`src/rtl/button_event_pkg.sv`:
```
// Shared types for the button gesture decoder: FSM states, event codes and
// a small elaboration-time helper.
package button_event_pkg;

  localparam int unsigned STATE_W = 3;
  localparam int unsigned EVENT_W = 2;

  typedef enum logic [STATE_W-1:0] {
    IDLE   = 3'd0,
    PRESS  = 3'd1,
    HELD   = 3'd2,
    GAP    = 3'd3,
    PRESS2 = 3'd4
  } state_e;

  // Event codes are stable for downstream logging.
  typedef enum logic [EVENT_W-1:0] {
    SHORT  = 2'd0,
    DOUBLE = 2'd1,
    LONG   = 2'd2,
    REPEAT = 2'd3
  } event_e;

  typedef struct packed {
    logic   vld;
    event_e code;
  } event_t;

  function automatic int unsigned max3(input int unsigned a,
                                       input int unsigned b,
                                       input int unsigned c);
    int unsigned m;
    m = a;
    if (b > m) m = b;
    if (c > m) m = c;
    return m;
  endfunction

endpackage

```
`src/rtl/gesture_timer.sv`:
```
// Saturating gesture interval counter with registered terminal-count flags
// for the long-press, double-click and repeat thresholds.
module gesture_timer #(
  parameter int unsigned CNT_W        = 29,
  parameter int unsigned LONG_TICKS   = 200_000_000,
  parameter int unsigned DOUBLE_TICKS = 40_000_000,
  parameter int unsigned REPEAT_TICKS = 20_000_000
) (
  input  logic clk,
  input  logic rst_n,
  input  logic clear_i,
  input  logic preload_i,
  input  logic en_i,
  output logic long_hit_o,
  output logic double_hit_o,
  output logic repeat_hit_o
);

  localparam logic [CNT_W-1:0] LONG_LAST   = CNT_W'(LONG_TICKS - 1);
  localparam logic [CNT_W-1:0] DOUBLE_LAST = CNT_W'(DOUBLE_TICKS - 1);
  localparam logic [CNT_W-1:0] REPEAT_LAST = CNT_W'(REPEAT_TICKS - 1);

  logic [CNT_W-1:0] cnt_q, cnt_d;
  logic             long_hit_q, double_hit_q, repeat_hit_q;

  // Clear wins over preload; counting stops at all-ones instead of wrapping.
  always_comb begin
    cnt_d = cnt_q;
    if (clear_i) begin
      cnt_d = '0;
    end else if (preload_i) begin
      cnt_d = CNT_W'(1);
    end else if (en_i && (cnt_q != '1)) begin
      cnt_d = cnt_q + CNT_W'(1);
    end
  end

  // Flags are computed from the next count so they line up with cnt_q.
  always_ff @(posedge clk or negedge rst_n) begin
    if (!rst_n) begin
      cnt_q        <= '0;
      long_hit_q   <= 1'b0;
      double_hit_q <= 1'b0;
      repeat_hit_q <= 1'b0;
    end else begin
      cnt_q        <= cnt_d;
      long_hit_q   <= (cnt_d == LONG_LAST);
      double_hit_q <= (cnt_d == DOUBLE_LAST);
      repeat_hit_q <= (cnt_d == REPEAT_LAST);
    end
  end

  assign long_hit_o   = long_hit_q;
  assign double_hit_o = double_hit_q;
  assign repeat_hit_o = repeat_hit_q;

endmodule

```
`src/rtl/button_event_decoder.sv`:
```
// Classifies debounced button gestures into short press, double click,
// long press and auto-repeat, emitting registered one-cycle event pulses.
module button_event_decoder
  import button_event_pkg::*;
#(
  parameter int unsigned LONG_TICKS   = 200_000_000,
  parameter int unsigned DOUBLE_TICKS = 40_000_000,
  parameter int unsigned REPEAT_TICKS = 20_000_000
) (
  input  logic clk,
  input  logic reset_n,
  input  logic debounced,
  input  logic p_edge,
  input  logic n_edge,
  output logic short_press,
  output logic double_click,
  output logic long_press,
  output logic repeat_press,
  output logic busy
);

  localparam int unsigned CNT_W =
    $clog2(max3(LONG_TICKS, DOUBLE_TICKS, REPEAT_TICKS)) + 1;

  if ((LONG_TICKS < 2) || (DOUBLE_TICKS < 2) || (REPEAT_TICKS < 2)) begin : g_param_check
    $error("button_event_decoder: tick parameters must be >= 2");
  end

  state_e state_q, state_d;
  event_t evt_c;
  logic   both_c, press_c, release_c;
  logic   long_hit, double_hit, repeat_hit;
  logic   cnt_clear_c, cnt_preload_c, cnt_en_c;
  logic   short_q, double_q, long_q, repeat_q, busy_q;

  // Simultaneous edges are contradictory and ignored; a low level while
  // pressed covers an n_edge pulse that went missing upstream.
  assign both_c    = p_edge & n_edge;
  assign press_c   = p_edge & ~n_edge;
  assign release_c = ~both_c & (n_edge | ~debounced);

  gesture_timer #(
    .CNT_W       (CNT_W),
    .LONG_TICKS  (LONG_TICKS),
    .DOUBLE_TICKS(DOUBLE_TICKS),
    .REPEAT_TICKS(REPEAT_TICKS)
  ) u_timer (
    .clk         (clk),
    .rst_n       (reset_n),
    .clear_i     (cnt_clear_c),
    .preload_i   (cnt_preload_c),
    .en_i        (cnt_en_c),
    .long_hit_o  (long_hit),
    .double_hit_o(double_hit),
    .repeat_hit_o(repeat_hit)
  );

  always_ff @(posedge clk or negedge reset_n) begin
    if (!reset_n) begin
      state_q <= IDLE;
    end else begin
      state_q <= state_d;
    end
  end

  // Release has priority over the long-press threshold; a second press has
  // priority over the double-click timeout.
  always_comb begin
    state_d = state_q;
    evt_c   = '0;
    case (state_q)
      IDLE: begin
        if (press_c) state_d = PRESS;
      end
      PRESS: begin
        if (release_c) begin
          state_d = GAP;
        end else if (long_hit) begin
          state_d    = HELD;
          evt_c.vld  = 1'b1;
          evt_c.code = LONG;
        end
      end
      HELD: begin
        if (release_c) begin
          state_d = IDLE;
        end else if (repeat_hit) begin
          evt_c.vld  = 1'b1;
          evt_c.code = REPEAT;
        end
      end
      GAP: begin
        if (press_c) begin
          state_d    = PRESS2;
          evt_c.vld  = 1'b1;
          evt_c.code = DOUBLE;
        end else if (double_hit) begin
          state_d    = IDLE;
          evt_c.vld  = 1'b1;
          evt_c.code = SHORT;
        end
      end
      PRESS2: begin
        if (release_c) state_d = IDLE;
      end
      default: state_d = IDLE;
    endcase
  end

  // The count is measured from the cycle of the triggering event: an edge
  // precedes its state by one cycle (preload 1), a long/repeat pulse
  // coincides with the cycle the count restarts (clear to 0).
  always_comb begin
    cnt_clear_c   = 1'b0;
    cnt_preload_c = 1'b0;
    cnt_en_c      = 1'b0;
    if ((state_d == IDLE) ||
        ((state_d == HELD) && ((state_q != HELD) || evt_c.vld))) begin
      cnt_clear_c = 1'b1;
    end else if (state_d != state_q) begin
      cnt_preload_c = 1'b1;
    end else begin
      cnt_en_c = (state_q == PRESS) || (state_q == HELD) || (state_q == GAP);
    end
  end

  always_ff @(posedge clk or negedge reset_n) begin
    if (!reset_n) begin
      short_q  <= 1'b0;
      double_q <= 1'b0;
      long_q   <= 1'b0;
      repeat_q <= 1'b0;
      busy_q   <= 1'b0;
    end else begin
      short_q  <= evt_c.vld && (evt_c.code == SHORT);
      double_q <= evt_c.vld && (evt_c.code == DOUBLE);
      long_q   <= evt_c.vld && (evt_c.code == LONG);
      repeat_q <= evt_c.vld && (evt_c.code == REPEAT);
      busy_q   <= (state_d != IDLE);
    end
  end

  assign short_press  = short_q;
  assign double_click = double_q;
  assign long_press   = long_q;
  assign repeat_press = repeat_q;
  assign busy         = busy_q;

endmodule

```
`config.mk`:
```
export PLATFORM = sky130hd
export DESIGN_NAME = button_event_decoder
export DESIGN_NICKNAME = d
export VERILOG_FILES = /design/src/rtl/button_event_pkg.sv /design/src/rtl/gesture_timer.sv /design/src/rtl/button_event_decoder.sv
export SDC_FILE = /design/constraint.sdc
export NUM_CORES = 1
export LEC_CHECK = 0
export ABC_CLOCK_PERIOD_IN_PS = 2800
export CAP_MARGIN = 20
export CELL_PAD_IN_SITES_DETAIL_PLACEMENT = 1
export CELL_PAD_IN_SITES_GLOBAL_PLACEMENT = 2
export CORE_ASPECT_RATIO = 1.5
export CORE_UTILIZATION = 34
export CTS_CLUSTER_SIZE = 16
export DETAILED_ROUTE_END_ITERATION = 12
export PLACE_DENSITY_LB_ADDON = 0.12
export SLEW_MARGIN = 40
export SYNTH_ARGS = -nofsm -noshare
export SYNTH_HDL_FRONTEND = slang
export SYNTH_SLANG_ARGS = --single-unit
```
`constraint.sdc`:
```
create_clock -name clk -period 2.8 [get_ports clk]
set_input_delay 0.56 -clock clk [delete_from_list [all_inputs] [get_ports clk]]
set_output_delay 0.56 -clock clk [all_outputs]
set_load 0.005 [all_outputs]
```
==> metrics.yaml, run 1 <==
yosys:
  yosysSeqAreaShare_pct: 37.0
  synth.area.top_cells: "sky130_fd_sc_hd__dfrtp_1, sky130_fd_sc_hd__nor2_1, sky130_fd_sc_hd__xnor2_1"
  synth.net_count: 328
  synth_ff_type: "sky130_fd_sc_hd__dfrtp_1"
  post_synth.cell_area_avg_sq_um: 8.40
  yosysTopAreaCellShare_pct: 37.0
  async_sr_flop_fraction_pct: 100
  postSynthRegisterBits: 40
  post_synth_num_cell_types: 54
  synth-edff-count: 0
  post-synth-top-area-cell: "sky130_fd_sc_hd__dfrtp_1"
  post_synth_instance_area_sq_mm: 0.00271
  ys_warn_count: 0
  syn_inst: 322
clocking:
  cts-hold-fix-buffers: 0
  clk_latency_ps: 290
  cts_buffers: 5
  cts.sink_count: 40
  cts_max_level: 2
  clock_tree.buffer_depth: 2
  clkSlewWorstSetupHoldPaths_ps: 60
  cts.root.buffer_cell: "sky130_fd_sc_hd__clkbuf_16"
  clock_tree_from_tritoncts: "yes"
min_path:
  worstHoldPathType: "in2async"
setup_path:
  crit_path_max_fanout: 2
  ff2ff_path_depth: 9
  worst-endpoint-arrival_ps: 3290
  worstReg2RegStart: "u_timer.cnt_q[0]"
  critical-path-top-cell-by-count: "sky130_fd_sc_hd__or4_4"
  worstSetupEndpointType: "register"
  critical-path-slowest-cell: "sky130_fd_sc_hd__or4_4"
  timing.setup.critical_path_class: "reg2reg"
  rrSetupSlack_ps: -270
  worst_setup_path_startpoint: "u_timer.cnt_q[0]"
  cp_slowest_stage_delay_ps: 550
  nature_of_the_critical_path_startpoint: "register"
  cp_cell_sequence: "ha_4, inv_4, or4_4, a311o_1, or4_4, a221oi_4, o2111ai_2, nor4b_4, and4bb_1"
  critical_path_required_ps: 3020
  r2r_end: "u_timer.long_hit_o"
power:
  power.internal_mw: 1.51
  p_clk_share_pct: 29.7
  worst_ir_drop_vdd_v: 0.000279
  total_power_mw: 2.41
  power.combinational.fraction_pct: 42.9
  net_sw_share_pct: 37.4
  power.density_cell_area_mw_per_mm2: 628
  static-leakage-power_nw: 1.53
  p_sw_mw: 0.902
  seqPwrFrac_pct: 27.4
detailed_routing:
  drtAntennaViolNets: 0
  drt_pass1_iterations: 4
  drt-total-wl_mm: 10.5
  vias: 2936
  detail_route.iter0.violations: 92
  routed_wire_length_per_instance_um: 20.5
  avgViaCountPerCell: 5.73
  drc: 0
final_layout:
  insertedDiodeCount: 0
  layout-drive-gt1-share_pct: 30.5
  final_net_count: 415
  relative_area_change_from_synthesis_to_final_layout_pct: 42.2
status:
  outcome: "finished, violations left"
  violations: "setup timing"
sta:
  relSlewSlack_pct: 52.8
  timing.final.setup_violations: 3
  fin_crit_sh_pct: 110
  tightestPinTransition_ps: 708
  final_hold_slack_ps: 319
  hold_violations: 0
  rsz0062_at_grt: "yes"
  fin_ws_ps: -270
  worst_clock_skew_ps: 3.61
  final_period_minus_worst_setup_slack_ps: 3070
  timing_max_transition_violations_final: 0
  max_freq_mhz: 326
grt:
  grt_use_total_pct: 27.3
  grt_pass1_wl_mm: 16.8
  grt_max_degree: 29
  number_of_antenna_violations_at_the_first_check_in_global_routing: 0
  first_global_vias: 3219
  gr-total-overflow: 0
place:
  post-dp-hpwl_mm: 8.11
  port_buffers: 9
  gpl.final_weighted_congestion: 0.905
floorplan:
  die_h_um: 111
  io_pins: 10
  fp.dieW_um: 74.8
  rows: 39
  core-area_sq_mm: 0.00766
  start_util_pct: 35.3
  dieArea_sq_mm: 0.00832
flow_run:
  timing.max_cap.violations: 0
==> cell usage after synthesis, types with 6 or more instances <==
cell type	number
sky130_fd_sc_hd__or4_1	10
sky130_fd_sc_hd__nor4_1	10
sky130_fd_sc_hd__o21ai_0	12
sky130_fd_sc_hd__o21a_1	6
sky130_fd_sc_hd__nor3_1	13
sky130_fd_sc_hd__and3_1	7
sky130_fd_sc_hd__or3_1	7
sky130_fd_sc_hd__clkbuf_1	11
sky130_fd_sc_hd__nand3_1	15
sky130_fd_sc_hd__a21oi_1	12
sky130_fd_sc_hd__inv_1	6
sky130_fd_sc_hd__nand4_1	11
sky130_fd_sc_hd__nor2_1	40
sky130_fd_sc_hd__dfrtp_1	40
sky130_fd_sc_hd__nand2_1	25
sky130_fd_sc_hd__xnor2_1	16
==> cell families (layout without fill, tap and decap cells) <==
family / after synthesis / count (layout) / share of synthesized area (%)
fa+ha+maj: 1 / 1 / 0.462
mux: 3 / 3 / 1.16
simple gates: 175 / 175 / 36.1
xor+xnor: 21 / 21 / 6.80
compound gates: 58 / 58 / 14.7
flops: 40 / 40 / 37.0
buf+inv: 24 / 112 / 3.79
==> critical path, delay by kind of cell, from the launching register on <==
kind,cells,cell delay (ps)
buffers and inverters,1,30
AO/OA/AOI/OAI,3,800
AND/OR/NAND/NOR,4,1600
adder cells (fa/ha/maj),1,170
flip-flops,1,400
==> worst max-delay path by stage <==
stage,endpoint,slack (ps),cells past startpoint
global placement,u_timer.double_hit_o,-820,9
global route,u_timer.long_hit_o,-350,9
CTS,u_timer.long_hit_o,-220,9
finish,u_timer.long_hit_o,-270,9
detailed placement,u_timer.double_hit_o,-870,9
floorplan,u_timer.long_hit_o,-100,9
==> repair_timing <==
action | 4_1_cts | 5_1_grt
gates cloned | 0 | 0
setup buffers | 3 | 1
resized for setup | 13 | 12
pin swaps | 2 | 9
endpoints found under the setup margin | 3 | 3
endpoints found under the hold margin | 0 | 0
==> layout make-up <==
cell class                      instances  area, sq um
Clock buffer                            7          153
Clock inverter                          1         30.0
Fill cell                             926         3810
Inverter                                7         28.8
Multi-Input combinational cell        258         1750
Sequential cell                        40         1000
Tap cell                              102          128
Timing Repair Buffer                   97          756
==> state kept, by name, summed over array words and instances (netlist names) <==
name and count:
u_timer.long_hit_o 1, double_click 1, u_timer.cnt_q 29, long_press 1
short_press 1, repeat_press 1, u_timer.repeat_hit_o 1, state_q 3
u_timer.double_hit_o 1, busy 1
==> metrics by stage <==
step	setup WS [ps]	cell area [sq um]	utilization (%)	std cells	TNS (ps)
after global routing	-355	3850	50.2	512	-1010
after floorplan	-96.8	2730	-	322	-180
after CTS	-223	3770	49.2	512	-614
final	-270	3850	50.2	512	-721
after global placement	-821	3510	45.8	501	-2200
after detailed placement	-869	3510	45.8	501	-2730
==> per-layer routing <==
metal	track usage, %	routed length (um)	part of all wire [%]	up-vias
met5	0	0	0	-
met4	16.0	593	5.7	0
met3	3.09	188	1.8	32
met2	48.8	5680	54	56
met1	29.4	4020	38	1473
li1	-	-	-	1375
==> placed cells by master, fill, tap and decap left out, types with 3 or more instances in the layout <==
cell,netlist,routed
sky130_fd_sc_hd__nor4_2,1,3
sky130_fd_sc_hd__nor4b_1,5,3
sky130_fd_sc_hd__nand4b_1,3,3
sky130_fd_sc_hd__nand2_1,25,25
sky130_fd_sc_hd__or4_1,10,9
sky130_fd_sc_hd__and2_1,4,5
sky130_fd_sc_hd__and3_1,7,6
sky130_fd_sc_hd__nor3_1,13,13
sky130_fd_sc_hd__or3_1,7,7
sky130_fd_sc_hd__xnor2_1,16,16
sky130_fd_sc_hd__o21ai_0,12,12
sky130_fd_sc_hd__a21oi_1,12,11
sky130_fd_sc_hd__clkbuf_16,0,5
sky130_fd_sc_hd__nor2b_1,5,4
sky130_fd_sc_hd__o21a_1,6,6
sky130_fd_sc_hd__xor2_1,5,5
sky130_fd_sc_hd__dfrtp_1,40,38
sky130_fd_sc_hd__nor4_1,10,7
sky130_fd_sc_hd__buf_4,2,86
sky130_fd_sc_hd__nand3_2,1,3
sky130_fd_sc_hd__o31ai_1,5,4
sky130_fd_sc_hd__and4_1,4,4
sky130_fd_sc_hd__nor2_1,40,40
sky130_fd_sc_hd__nand4_1,11,11
sky130_fd_sc_hd__nand3_1,15,13
sky130_fd_sc_hd__clkdlybuf4s50_1,0,7
sky130_fd_sc_hd__nand2b_1,5,5
sky130_fd_sc_hd__inv_1,6,6
==> power by group through the flow <==
stage,Clock [mW],Sequential [mW],Combinational (mW)
after detailed placement,0,0.673,0.976
after CTS,0.730,0.662,0.993
after global routing,0.753,0.667,1.11
after floorplan,0,0.672,0.466
after global placement,0,0.671,0.967
final,0.716,0.662,1.04
Power figures use the tool's default switching activity.
==> run 2: changes to the inputs <==
--- a/config.mk
+++ b/config.mk
@@ -8,12 +8,13 @@
 export ABC_CLOCK_PERIOD_IN_PS = 2800
 export CAP_MARGIN = 20
 export CELL_PAD_IN_SITES_DETAIL_PLACEMENT = 1
-export CELL_PAD_IN_SITES_GLOBAL_PLACEMENT = 2
+export CELL_PAD_IN_SITES_GLOBAL_PLACEMENT = 1
 export CORE_ASPECT_RATIO = 1.5
-export CORE_UTILIZATION = 34
+export CORE_UTILIZATION = 42
 export CTS_CLUSTER_SIZE = 16
 export DETAILED_ROUTE_END_ITERATION = 12
-export PLACE_DENSITY_LB_ADDON = 0.12
+export GPL_TIMING_DRIVEN = 0
+export PLACE_DENSITY = 0.81
 export SLEW_MARGIN = 40
 export SYNTH_ARGS = -nofsm -noshare
 export SYNTH_HDL_FRONTEND = slang
==> run 2 against run 1 <==
  * Highest routed layer unchanged
  * Clock skew up 7.5 ps
  * Fmax down 1.1%
  * Die area down 19%
  * Sequential cell count unchanged
  * The run still ends with setup timing left
  * Cell count down 16%
  * Utilization up 4.9 points
==> metrics.yaml, run 2 (same netlist as run 1, synthesis figures left out) <==
final_layout:
  layout.cell_area.non_filler_sq_mm: 0.00340  # -12%
  relative_area_change_from_synthesis_to_final_layout_pct: 25.8
  insertedDiodeCount: 0  # unchanged
  regMostFlops: "u_timer.cnt_q"
  largest_reg_flops: 29  # unchanged
  final_core_util_pct: 55.1  # +4.9 points
  final_net_count: 362  # -13%
  area.sequential_sq_mm: 0.00101  # +1.0%
  area_used_by_multi_input_combinational_logic_sq_mm: 0.00180  # +3.1%
  layout-drive-gt1-share_pct: 23.0  # -7.5 points
  layout_commonest_cell: "sky130_fd_sc_hd__nor2_1"
  final_cell_mix: "sky130_fd_sc_hd__nor2_1, sky130_fd_sc_hd__dfrtp_1, sky130_fd_sc_hd__buf_4, sky130_fd_sc_hd__nand2_1, sky130_fd_sc_hd__xnor2_1"
  layout.filler_cells: 736  # -21%
  largest_registers: "u_timer.cnt_q x29, state_q x3"
place:
  detailed_place.area_sq_mm: 0.00291  # -17%
  post-dp-hpwl_mm: 6.51  # -20%
  port_buffers: 9  # unchanged
  preCtsSetupSlack_ps: -1240  # -374 ps
  gpl.final_weighted_congestion: 0.845  # -6.6%
setup_path:
  critical_path.top_delay_family: "simple AND/OR/NAND/NOR gates"
  nature_of_the_critical_path_startpoint: "register"
  path_buf_inv: 2  # +1
  worst-endpoint-arrival_ps: 3340  # +50 ps
  cp_cell_sequence: "nand2_1, nor3_1, a311o_2, buf_4, buf_4, nor2_1, xnor2_1, a31oi_1, nor4b_1, and4_1"
  critical-path-slowest-cell: "sky130_fd_sc_hd__nor3_1"
  timing.setup.critical_path_class: "reg2reg"
  cp_slowest_stage_delay_ps: 530  # -20 ps
  critical-path-top-cell-by-count: "sky130_fd_sc_hd__buf_4"
  crit_path_max_fanout: 9  # +7
  critical_path_required_ps: 3040  # +20 ps
  worstSetupEndpointType: "register"
detailed_routing:
  drc: 0  # unchanged
  drt-total-wl_mm: 9.70  # -7.4%
  drt_pass1_iterations: 7  # +3
  avgViaCountPerCell: 6.52  # +14%
  detail_route.iter0.violations: 179  # +95%
  drtAntennaViolNets: 0  # unchanged
  vias: 2811  # -4.3%
  routed_wire_length_per_instance_um: 22.5  # +10%
clocking:
  cts_buffers: 5  # unchanged
  clk_latency_ps: 310  # +20 ps
  cts.root.buffer_cell: "sky130_fd_sc_hd__clkbuf_8"
  cts_max_level: 2  # unchanged
  clkSlewWorstSetupHoldPaths_ps: 90  # +30 ps
  clock_tree.buffer_depth: 2  # unchanged
  cts.sink_count: 40  # unchanged
  clock_tree_from_tritoncts: "yes"
sta:
  timing_max_transition_violations_final: 0  # unchanged
  tightestPinTransition_ps: 774  # +66.0 ps
  fin_crit_sh_pct: 111  # +1.2 points
  rsz0062_at_grt: "yes"
  final_period_minus_worst_setup_slack_ps: 3100  # +34.8 ps
  fin_ws_ps: -305  # -34.8 ps
  hold_violations: 0  # unchanged
  fin_setup_tns_ps: -842  # -121 ps
  worst_clock_skew_ps: 11.1  # +7.46 ps
  timing.final.setup_violations: 3  # unchanged
  relSlewSlack_pct: 47.9  # -4.9 points
  max_freq_mhz: 322  # -1.1%
grt:
  gr-total-overflow: 0  # unchanged
  grt_pass1_wl_mm: 15.1  # -10%
  number_of_antenna_violations_at_the_first_check_in_global_routing: 0  # unchanged
  grt_max_degree: 41  # +41%
  grt_use_total_pct: 30.2  # +2.9 points
  first_global_vias: 3021  # -6.2%
floorplan:
  core-area_sq_mm: 0.00617  # -19%
  rows: 35  # -10%
  dieArea_sq_mm: 0.00677  # -19%
  start_util_pct: 43.8  # +8.5 points
  fp.dieW_um: 67.5  # -9.8%
  die_h_um: 100  # -9.8%
  io_pins: 10  # unchanged
status:
  violations: "setup timing"
  outcome: "finished, violations left"
power:
  total_power_mw: 2.03  # -16%
  static-leakage-power_nw: 1.23  # -20%
  worst_ir_drop_vdd_v: 0.000292  # +4.5%
  power.density_cell_area_mw_per_mm2: 595  # -5.2%
min_path:
  worstHoldPathType: "in2async"
flow_run:
  timing.max_cap.violations: 0  # unchanged
==> run 2: changes by cell type in the layout (fill, tap and decap cells not counted), sizes merged <==
cell / change
dlygate4sd2: +2
clkdlybuf4s50: -1
clkinvlp: +1
buf: -59
clkbuf: +4
clkinv: +1
dlymetal6s2s: -1
==> run 2: path summary, 6_finish.rpt <==
kind	endpoint	from	depth (start not counted)	slack [ps]
max in group asynchronous	u_timer.cnt_q[23]	reset_n	1	2170
min in group clk	repeat_press	u_timer.repeat_hit_o	1	560
min reg2reg	repeat_press	u_timer.repeat_hit_o	1	560
max	u_timer.repeat_hit_o	u_timer.cnt_q[12]	10	-300
min	u_timer.cnt_q[5]	reset_n	1	230
max reg2reg	u_timer.repeat_hit_o	u_timer.cnt_q[12]	10	-300
==> run 2: metal layers <==
metal  vias to the layer above  GRT usage (%)  routed length, um
met5                         -              0                  0
met4                         0           19.5                631
met3                        49           4.77                345
met2                        87           54.4               5240
met1                      1412           30.8               3490
li1                       1263              -                  -
==> run 2: cell type report <==
cell class              instances  area share (%)
flip-flops and latches         40            29.8
inverters                       7           0.846
clock inverters                 3            1.25
plain buffers                  12            2.68
clock buffers                   5            2.02
well taps                      74            2.72
multi-input cells             258            53.0
repair buffers                 32            7.69
==> run 2: repair_timing <==
| action | 4_1_cts | 5_1_grt |
|---|---|---|
| setup endpoints to repair | 27 | 13 |
| hold buffers | 0 | 0 |
| pin swaps | 12 | 7 |
| setup buffers | 16 | 7 |
| gates resized for setup | 44 | 22 |
==> run 2: report_power, final <==
group | internal [mW] | switching, mW | leakage (nW)
logic | 0.282 | 0.590 | 0.640
clock network | 0.264 | 0.227 | 0.0541
registers | 0.622 | 0.0392 | 0.533
total | 1.17 | 0.857 | 1.23
==> run 2: through the flow <==
stage	hold slack, ps	cells
final	226	431
after global routing	273	431
after CTS	247	426
after detailed placement	551	405
after global placement	543	405
after floorplan	264	322
